`src/rtl/reg_file.sv`:
```
// reg_file: architectural register file with per-register rename tags (busy + ROB tag).
// Optional macro REGFILE_BYPASS_EN forwards a matching commit onto the read ports in the same cycle.
module reg_file #(
  parameter int REG_ADDR_WIDTH = 5,
  parameter int Q_WIDTH        = 4
) (
  input  logic                      clk_in,
  input  logic                      rst_in,
  input  logic                      rdy_in,
  input  logic                      control_hazard,
  input  logic                      has_issue,
  input  logic [REG_ADDR_WIDTH-1:0] rd_addr,
  input  logic                      rename_en,
  input  logic [Q_WIDTH-1:0]        rob_tail,
  input  logic                      commit_modify_regfile,
  input  logic [REG_ADDR_WIDTH-1:0] commit_reg_addr,
  input  logic [Q_WIDTH-1:0]        Commit_Q,
  input  logic [31:0]               Commit_V,
  input  logic [REG_ADDR_WIDTH-1:0] rs1_addr,
  input  logic [REG_ADDR_WIDTH-1:0] rs2_addr,
  output logic                      busy1,
  output logic                      busy2,
  output logic [Q_WIDTH-1:0]        Q1,
  output logic [Q_WIDTH-1:0]        Q2,
  output logic [31:0]               V1,
  output logic [31:0]               V2
);
  localparam int NUM_REGS = 1 << REG_ADDR_WIDTH;

  logic [31:0]         value_q [NUM_REGS];
  logic [NUM_REGS-1:0] busy_q;
  logic [Q_WIDTH-1:0]  tag_q   [NUM_REGS];

  logic rename_hit;
  logic commit_hit;
  logic commit_match;
  logic fwd1;
  logic fwd2;

  // A commit only releases the register when no younger rename has replaced its tag.
  always_comb begin
    rename_hit   = has_issue && rename_en && (rd_addr != '0);
    commit_hit   = commit_modify_regfile && (commit_reg_addr != '0);
    commit_match = commit_hit && (tag_q[commit_reg_addr] == Commit_Q);
  end

  // rdy_in is a global stall: while low, every register holds; reset still wins.
  always_ff @(posedge clk_in) begin
    if (rst_in) begin
      busy_q <= '0;
      for (int i = 0; i < NUM_REGS; i++) begin
        value_q[i] <= '0;
        tag_q[i]   <= '0;
      end
    end else if (rdy_in) begin
      if (commit_hit) begin
        value_q[commit_reg_addr] <= Commit_V;
      end
      if (control_hazard) begin
        busy_q <= '0;
        for (int i = 0; i < NUM_REGS; i++) begin
          tag_q[i] <= '0;
        end
      end else begin
        if (commit_match) begin
          busy_q[commit_reg_addr] <= 1'b0;
          tag_q[commit_reg_addr]  <= '0;
        end
        // Later assignment lets a same-register rename override the commit release.
        if (rename_hit) begin
          busy_q[rd_addr] <= 1'b1;
          tag_q[rd_addr]  <= rob_tail;
        end
      end
    end
  end

`ifdef REGFILE_BYPASS_EN
  assign fwd1 = rdy_in && !rst_in && commit_match && (commit_reg_addr == rs1_addr);
  assign fwd2 = rdy_in && !rst_in && commit_match && (commit_reg_addr == rs2_addr);
`else
  assign fwd1 = 1'b0;
  assign fwd2 = 1'b0;
`endif

  always_comb begin
    busy1 = busy_q[rs1_addr];
    Q1    = busy_q[rs1_addr] ? tag_q[rs1_addr] : '0;
    V1    = value_q[rs1_addr];
    if (rs1_addr == '0) begin
      busy1 = 1'b0;
      Q1    = '0;
      V1    = '0;
    end else if (fwd1) begin
      busy1 = 1'b0;
      Q1    = '0;
      V1    = Commit_V;
    end
  end

  always_comb begin
    busy2 = busy_q[rs2_addr];
    Q2    = busy_q[rs2_addr] ? tag_q[rs2_addr] : '0;
    V2    = value_q[rs2_addr];
    if (rs2_addr == '0) begin
      busy2 = 1'b0;
      Q2    = '0;
      V2    = '0;
    end else if (fwd2) begin
      busy2 = 1'b0;
      Q2    = '0;
      V2    = Commit_V;
    end
  end

endmodule

```
`config.mk`:
```
export PLATFORM = sky130hd
export DESIGN_NAME = reg_file
export DESIGN_NICKNAME = d
export VERILOG_FILES = /design/src/rtl/reg_file.sv
export SDC_FILE = /design/constraint.sdc
export NUM_CORES = 2
export LEC_CHECK = 0
export ABC_AREA = 1
export BUFFER_PORTS_ARGS = -buffer_cell sky130_fd_sc_hd__buf_2
export CORE_UTILIZATION = 25
export CTS_BUF_LIST = sky130_fd_sc_hd__clkbuf_16
export DETAILED_ROUTE_END_ITERATION = 16
export PLACE_DENSITY = 0.39
export SLEW_MARGIN = 15
export SYNTH_ARGS = -nofsm -noshare
export SYNTH_HDL_FRONTEND = slang
export SYNTH_SLANG_ARGS = --single-unit
```
`constraint.sdc`:
```
create_clock -name clk_in -period 5.5 [get_ports clk_in]
set_input_delay 0.825 -clock clk_in [delete_from_list [all_inputs] [get_ports clk_in]]
set_output_delay 0.825 -clock clk_in [all_outputs]
set_load 0.05 [all_outputs]
```
# Word level (Yosys, flattened, before mapping)
# Memories as Yosys holds them, arrays and structs flattened.
# Cells that the tools add are included.
# totals
rom_bits	0
latchBits	0
output_inout_bits	74
memories	2
inputBits	67
ram_bits	1152
register_bits	32
# mem_list
name	words	word_bits	read_ports	rd_ports_with_merged_regs	wr	line	text
value_q	32	32	2	0	32	30	logic [31:0] value_q [NUM_REGS];
tag_q	32	4	3	0	32	32	logic [Q_WIDTH-1:0] tag_q [NUM_REGS];
# classes
n_bitwise	35
n_reduce_logical	13
div	0
mul	0
addsub	0
order_cmp	6
shift	0
eq_ne	1
n_mux	83
# ops
op	count
$mux 32	9
$mux 4	38
$and 32x32->32	1
$not 32->32	1
$or 1x1->1	32
$or 32x32->32	1
$reduce_or 32->1	1
$mux 1	29
$lt 5x6->1 const B	4
$mux 5	3
$bmux 1 s5	2
$demux 1 s5	2
$ge 5x1->1 const B	2
$logic_not 5->1	2
$reduce_bool 5->1	2
$reduce_or 4->1	2
$logic_and 1x1->1	6
$eq 4x4->1	1

# Longest topological paths before layout
# depth
word_depth	13
depth_mapped	20

# Worst setup path after synthesis
# Ideal clock, no wire load.
# synth_timing
path_kind	input-to-output
startpoint	input port rs2_addr[1]
endpoint	output port Q2[0]
arrival_time_ps	3639
setup_slack_ps	1036
stages	12
required_time_ps	4675
path_cell_list	clkbuf_1 -> inv_1 -> buf_2 -> clkbuf_1 -> o21ai_0 -> o221ai_1 -> o211ai_1 -> nand3_1 -> nand2_1 -> a21oi_1 -> inv_1 -> nor2_1
# synth_between
elab_chain_len	4
# synth_lines
item	line	text
start, declared	20	input logic [REG_ADDR_WIDTH-1:0] rs2_addr,
$bmux 1 s5	103	Q2 = busy_q[rs2_addr] ? tag_q[rs2_addr] : '0;
$mux 1 (not written as such)	103	
$mux 4	103	
$mux 4 *	105	if (rs2_addr == '0) begin
end, declared	24	output logic [Q_WIDTH-1:0] Q2,
# Every way passes the cells marked *; elsewhere a longest branch is shown, timed or not. The select of a mux whose other input is x is not followed.

# Worst setup path in the final report
# layout_timing
startpoint	input port rs2_addr[1]
endpoint	output port V2[1]
# layout_between
elab_chain_len	2
# layout_lines
item	line	text
$mem_v2 32x32 / $logic_not 5->1 (equally long branches)	--	
$mux 32 *	105	
end, declared	26	output logic [31:0] V2
# Every way passes the cells marked *; elsewhere a longest branch is shown, timed or not.

==> impl_metrics.py <==
metrics = {
    "routing": {
        "ant_nets": 0,
        "vias": 61400,
        "drc": 0,
        "dr.pass1.iters": 8,
        "drt-vias-per-instance": 5.63,
        "wl_per_cell_um": 30.0,
        "wl_um": 328000,
        "drt-initial-drc-count": 8334,
    },
    "logic_synthesis": {
        "ys_seq_elements": 1184,
        "synth_area_leaders": "edfxtp_1 (54%), nor2_1 (13%), o21ai_0 (9.9%)",
        "avgSynthCellArea_um2": 8.46,
        "synth_top_area_share": 0.540,
        "yosysSeqAreaShare": 0.550,
        "yosysTopAreaCell": "edfxtp_1",
        "ys_warn_count": 0,
        "syn_inst": 7581,
        "synthDistinctLibCells": 36,
        "synth_area_um2": 64100,
    },
    "grt": {
        "gr-usage-all-layers": 0.245,
        "grt_pass1_vias": 57400,
        "grt_first_pass_wirelength_um": 452000,
        "grt_max_degree": 148,
        "antenna_found_initial": 9,
        "grt.overflow.total": 0,
    },
    "timing": {
        "fin_skew_ns": 0.0272,
        "fin_tns_setup_ns": 0,
        "worstMarginPinSlew_ns": 1.15,
        "report.final.slew_viol_count": 0,
        "period_minus_slack_ns": 4.84,
        "max_freq_mhz": 206,
        "max_slew_margin": 0.229,
        "setup_violations": 0,
        "period_share": 0.881,
        "rsz0062_at_grt": "false",
        "hold_viol": 0,
    },
    "final_layout": {
        "fin_nets": 7503,
        "synthToLayoutAreaGrowth_pct": 16.1,
        "ff_latch_area_um2": 35200,
        "multi_input_area_um2": 25600,
        "fillers": 26700,
        "drive_above_1_share": 0.0941,
        "fin_util": 0.292,
    },
    "floorplan": {
        "io_pins": 141,
        "start_util": 0.252,
        "num_rows": 185,
        "core_area_um2": 255000,
        "die_w_um": 508,
        "die_area_um2": 259000,
        "die_h_um": 508,
    },
    "worst_setup_path": {
        "required_ns": 4.68,
        "r2r.worst_path.cells": 16,
        "cp_num_cells": 12,
        "startpoint": "rs2_addr[1]",
        "reg2reg_to": "tag_q[16][0]",
        "slowest_stage": "inv_8",
        "timing.rr.start": "tag_q[24][0]",
        "endpoint": "V2[1]",
        "path_common_cell": "buf_4",
        "rrSetupSlack_ns": 2.61,
        "worstPathBufferInverterCount": 6,
        "worstPathArrival_ns": 4.02,
        "cp_cell_sequence": "buf_8 > inv_8 > buf_4 > buf_4 > o21ai_0 > o22ai_1 > nand2_1 > nand4_1 > nand2_1 > a31oi_1 > buf_4 > buf_12",
        "startpoint_type": "primary input",
        "max_stage_delay_ns": 0.56,
        "cp_top_family": "buffers and inverters",
        "crit_fanout": 53,
        "end_kind": "output pin",
        "critPathKind": "primary input to output pin",
    },
    "placed_design": {
        "gp_congestion": 0.844,
        "dp_hpwl_um": 186000,
        "io_buffers": 140,
    },
    "clocking": {
        "clk_pin_slew_ns": 0.06,
        "clk_latency_ns": 0.82,
        "postCtsResizedCells": 0,
        "root_buffer": "clkbuf_16",
        "clk_path_buf_depth": 3,
        "cts_tree": "yes",
        "cts_buffers": 147,
        "clock-sinks": 1184,
        "htreeDepth": 4,
        "cts_hold_buf": 0,
        "cts_setup_buffers": 0,
    },
    "pwr": {
        "clkPwrFrac": 0.409,
        "vdd_drop_max_v": 0.000290,
        "switchingPower_w": 0.00714,
        "p_comb_frac": 0.147,
        "leakage_nw": 26.5,
        "power.density_nw_per_um2": 322,
        "internal-power_w": 0.0168,
        "sw_frac_of_total": 0.298,
        "seq_power_share": 0.444,
    },
    "status": {
        "status": "finished clean",
    },
    "run": {
        "max-cap-violations": 0,
    },
    "min_path": {
        "worstHoldPathType": "primary input to flip-flop",
        "min_from": "rdy_in",
    },
}
==> kinds of logic after synthesis <==
| group | count (synthesis) | share of synthesized area |
|---|---|---|
| compound gates | 2131 | 0.192 |
| buf+inv | 941 | 0.0565 |
| flops | 1184 | 0.550 |
| other cells | 1 | 0.0000585 |
| simple gates | 3324 | 0.202 |
==> power by group through the flow <==
| stage | sequential (W) | clock (W) | combinational, W |
|---|---|---|---|
| finish | 0.0106 | 0.00981 | 0.00352 |
| global route | 0.0107 | 0.0103 | 0.00369 |
| CTS | 0.0106 | 0.00996 | 0.00348 |
| detailed placement | 0.0108 | 0 | 0.00347 |
| global placement | 0.0108 | 0 | 0.00346 |
| floorplan | 0.0107 | 0 | 0.00189 |
==> worst min path at each step <==
stage	depth (start not counted)	to
6_report	4	busy_q[31]
4_1_cts	4	busy_q[31]
3_5_place_dp	2	busy_q[0]
3_3_place_gp	2	busy_q[0]
5_1_grt	4	busy_q[31]
2_1_floorplan	2	busy_q[0]
==> per-layer routing <==
metal,part of all wire,track usage
met3,0.084,0.0383
met1,0.42,0.332
met5,0.000095,0
met2,0.45,0.385
met4,0.045,0.108
==> final cells by class <==
| type | count | area share |
|---|---|---|
| Clock inverter | 106 | 0.0121 |
| Timing Repair Buffer | 415 | 0.0528 |
| Sequential cell | 1184 | 0.473 |
| Antenna cell | 7 | 0.000235 |
| Tap cell | 3366 | 0.0566 |
| Inverter | 197 | 0.0106 |
| Multi-Input combinational cell | 5491 | 0.344 |
| Clock buffer | 151 | 0.0508 |
==> worst min-delay path, delay by kind of cell <==
family,cells,cell delay (ns)
AND/OR/NAND/NOR,2,0.13
buffers and inverters,2,0.24
==> flip-flops by register name, indices dropped and copies added (netlist names) <==
register and count:
tag_q 128, busy_q 32, value_q 1024
==> synthesized netlist by cell type <==
| cell type | number |
|---|---|
| nand2_1 | 694 |
| or2_2 | 2 |
| a21o_1 | 1 |
| clkbuf_1 | 665 |
| buf_4 | 8 |
| clkinv_1 | 4 |
| a2bb2oi_1 | 1 |
| conb_1 | 1 |
| nor3_1 | 11 |
| a21oi_1 | 219 |
| nor2_4 | 2 |
| nor2_2 | 1 |
| o22ai_1 | 197 |
| o21ai_0 | 1273 |
| inv_1 | 189 |
| inv_2 | 3 |
| edfxtp_1 | 1152 |
| o221ai_1 | 272 |
| o211ai_1 | 76 |
| inv_4 | 1 |
| a221oi_1 | 6 |
| a31oi_1 | 55 |
| nand4_1 | 15 |
| dfxtp_1 | 32 |
| nor3_2 | 1 |
| o21ai_1 | 9 |
| nand3_1 | 307 |
| nor4_1 | 1 |
| buf_2 | 28 |
| nand2_2 | 1 |
| buf_6 | 3 |
| a41oi_1 | 13 |
| a211oi_1 | 1 |
| o211a_1 | 8 |
| nor2_1 | 2289 |
| buf_1 | 40 |
==> metrics by stage <==
step                cells  instance area (um2)  total power [W]  hold slack [ns]  setup slack (ns)
finish              10900                74400           0.0240            0.431             0.655
global route        10900                74400           0.0246            0.432             0.553
CTS                 10900                74400           0.0241            0.379             0.612
detailed placement  10700                69700           0.0143            0.450             0.619
global placement    10700                69700           0.0143            0.440             0.648
floorplan            7616                64200           0.0126            0.422              1.04
==> layout by cell type (no fill, tap or decap), types with 4 or more instances in the layout <==
cell        instances
a21oi_1           219
a221oi_1            6
a31oi_1            55
a41oi_1            13
buf_12             85
buf_2             115
buf_4             210
buf_8               4
bufinv_16          13
clkbuf_16         151
clkinv_1           34
clkinv_2           21
clkinvlp_4          7
conb_1             36
dfxtp_1            32
diode_2             7
edfxtp_1         1152
inv_1             200
inv_2               8
inv_6               9
inv_8               5
nand2_1           632
nand2_2            63
nand3_1           306
nand4_1            15
nor2_1           2286
nor2_4              4
nor3_1             10
o211a_1             8
o211ai_1           76
o21ai_0          1272
o21ai_1            10
o221ai_1          272
o22ai_1           197
(Power assumes the default switching activity.)
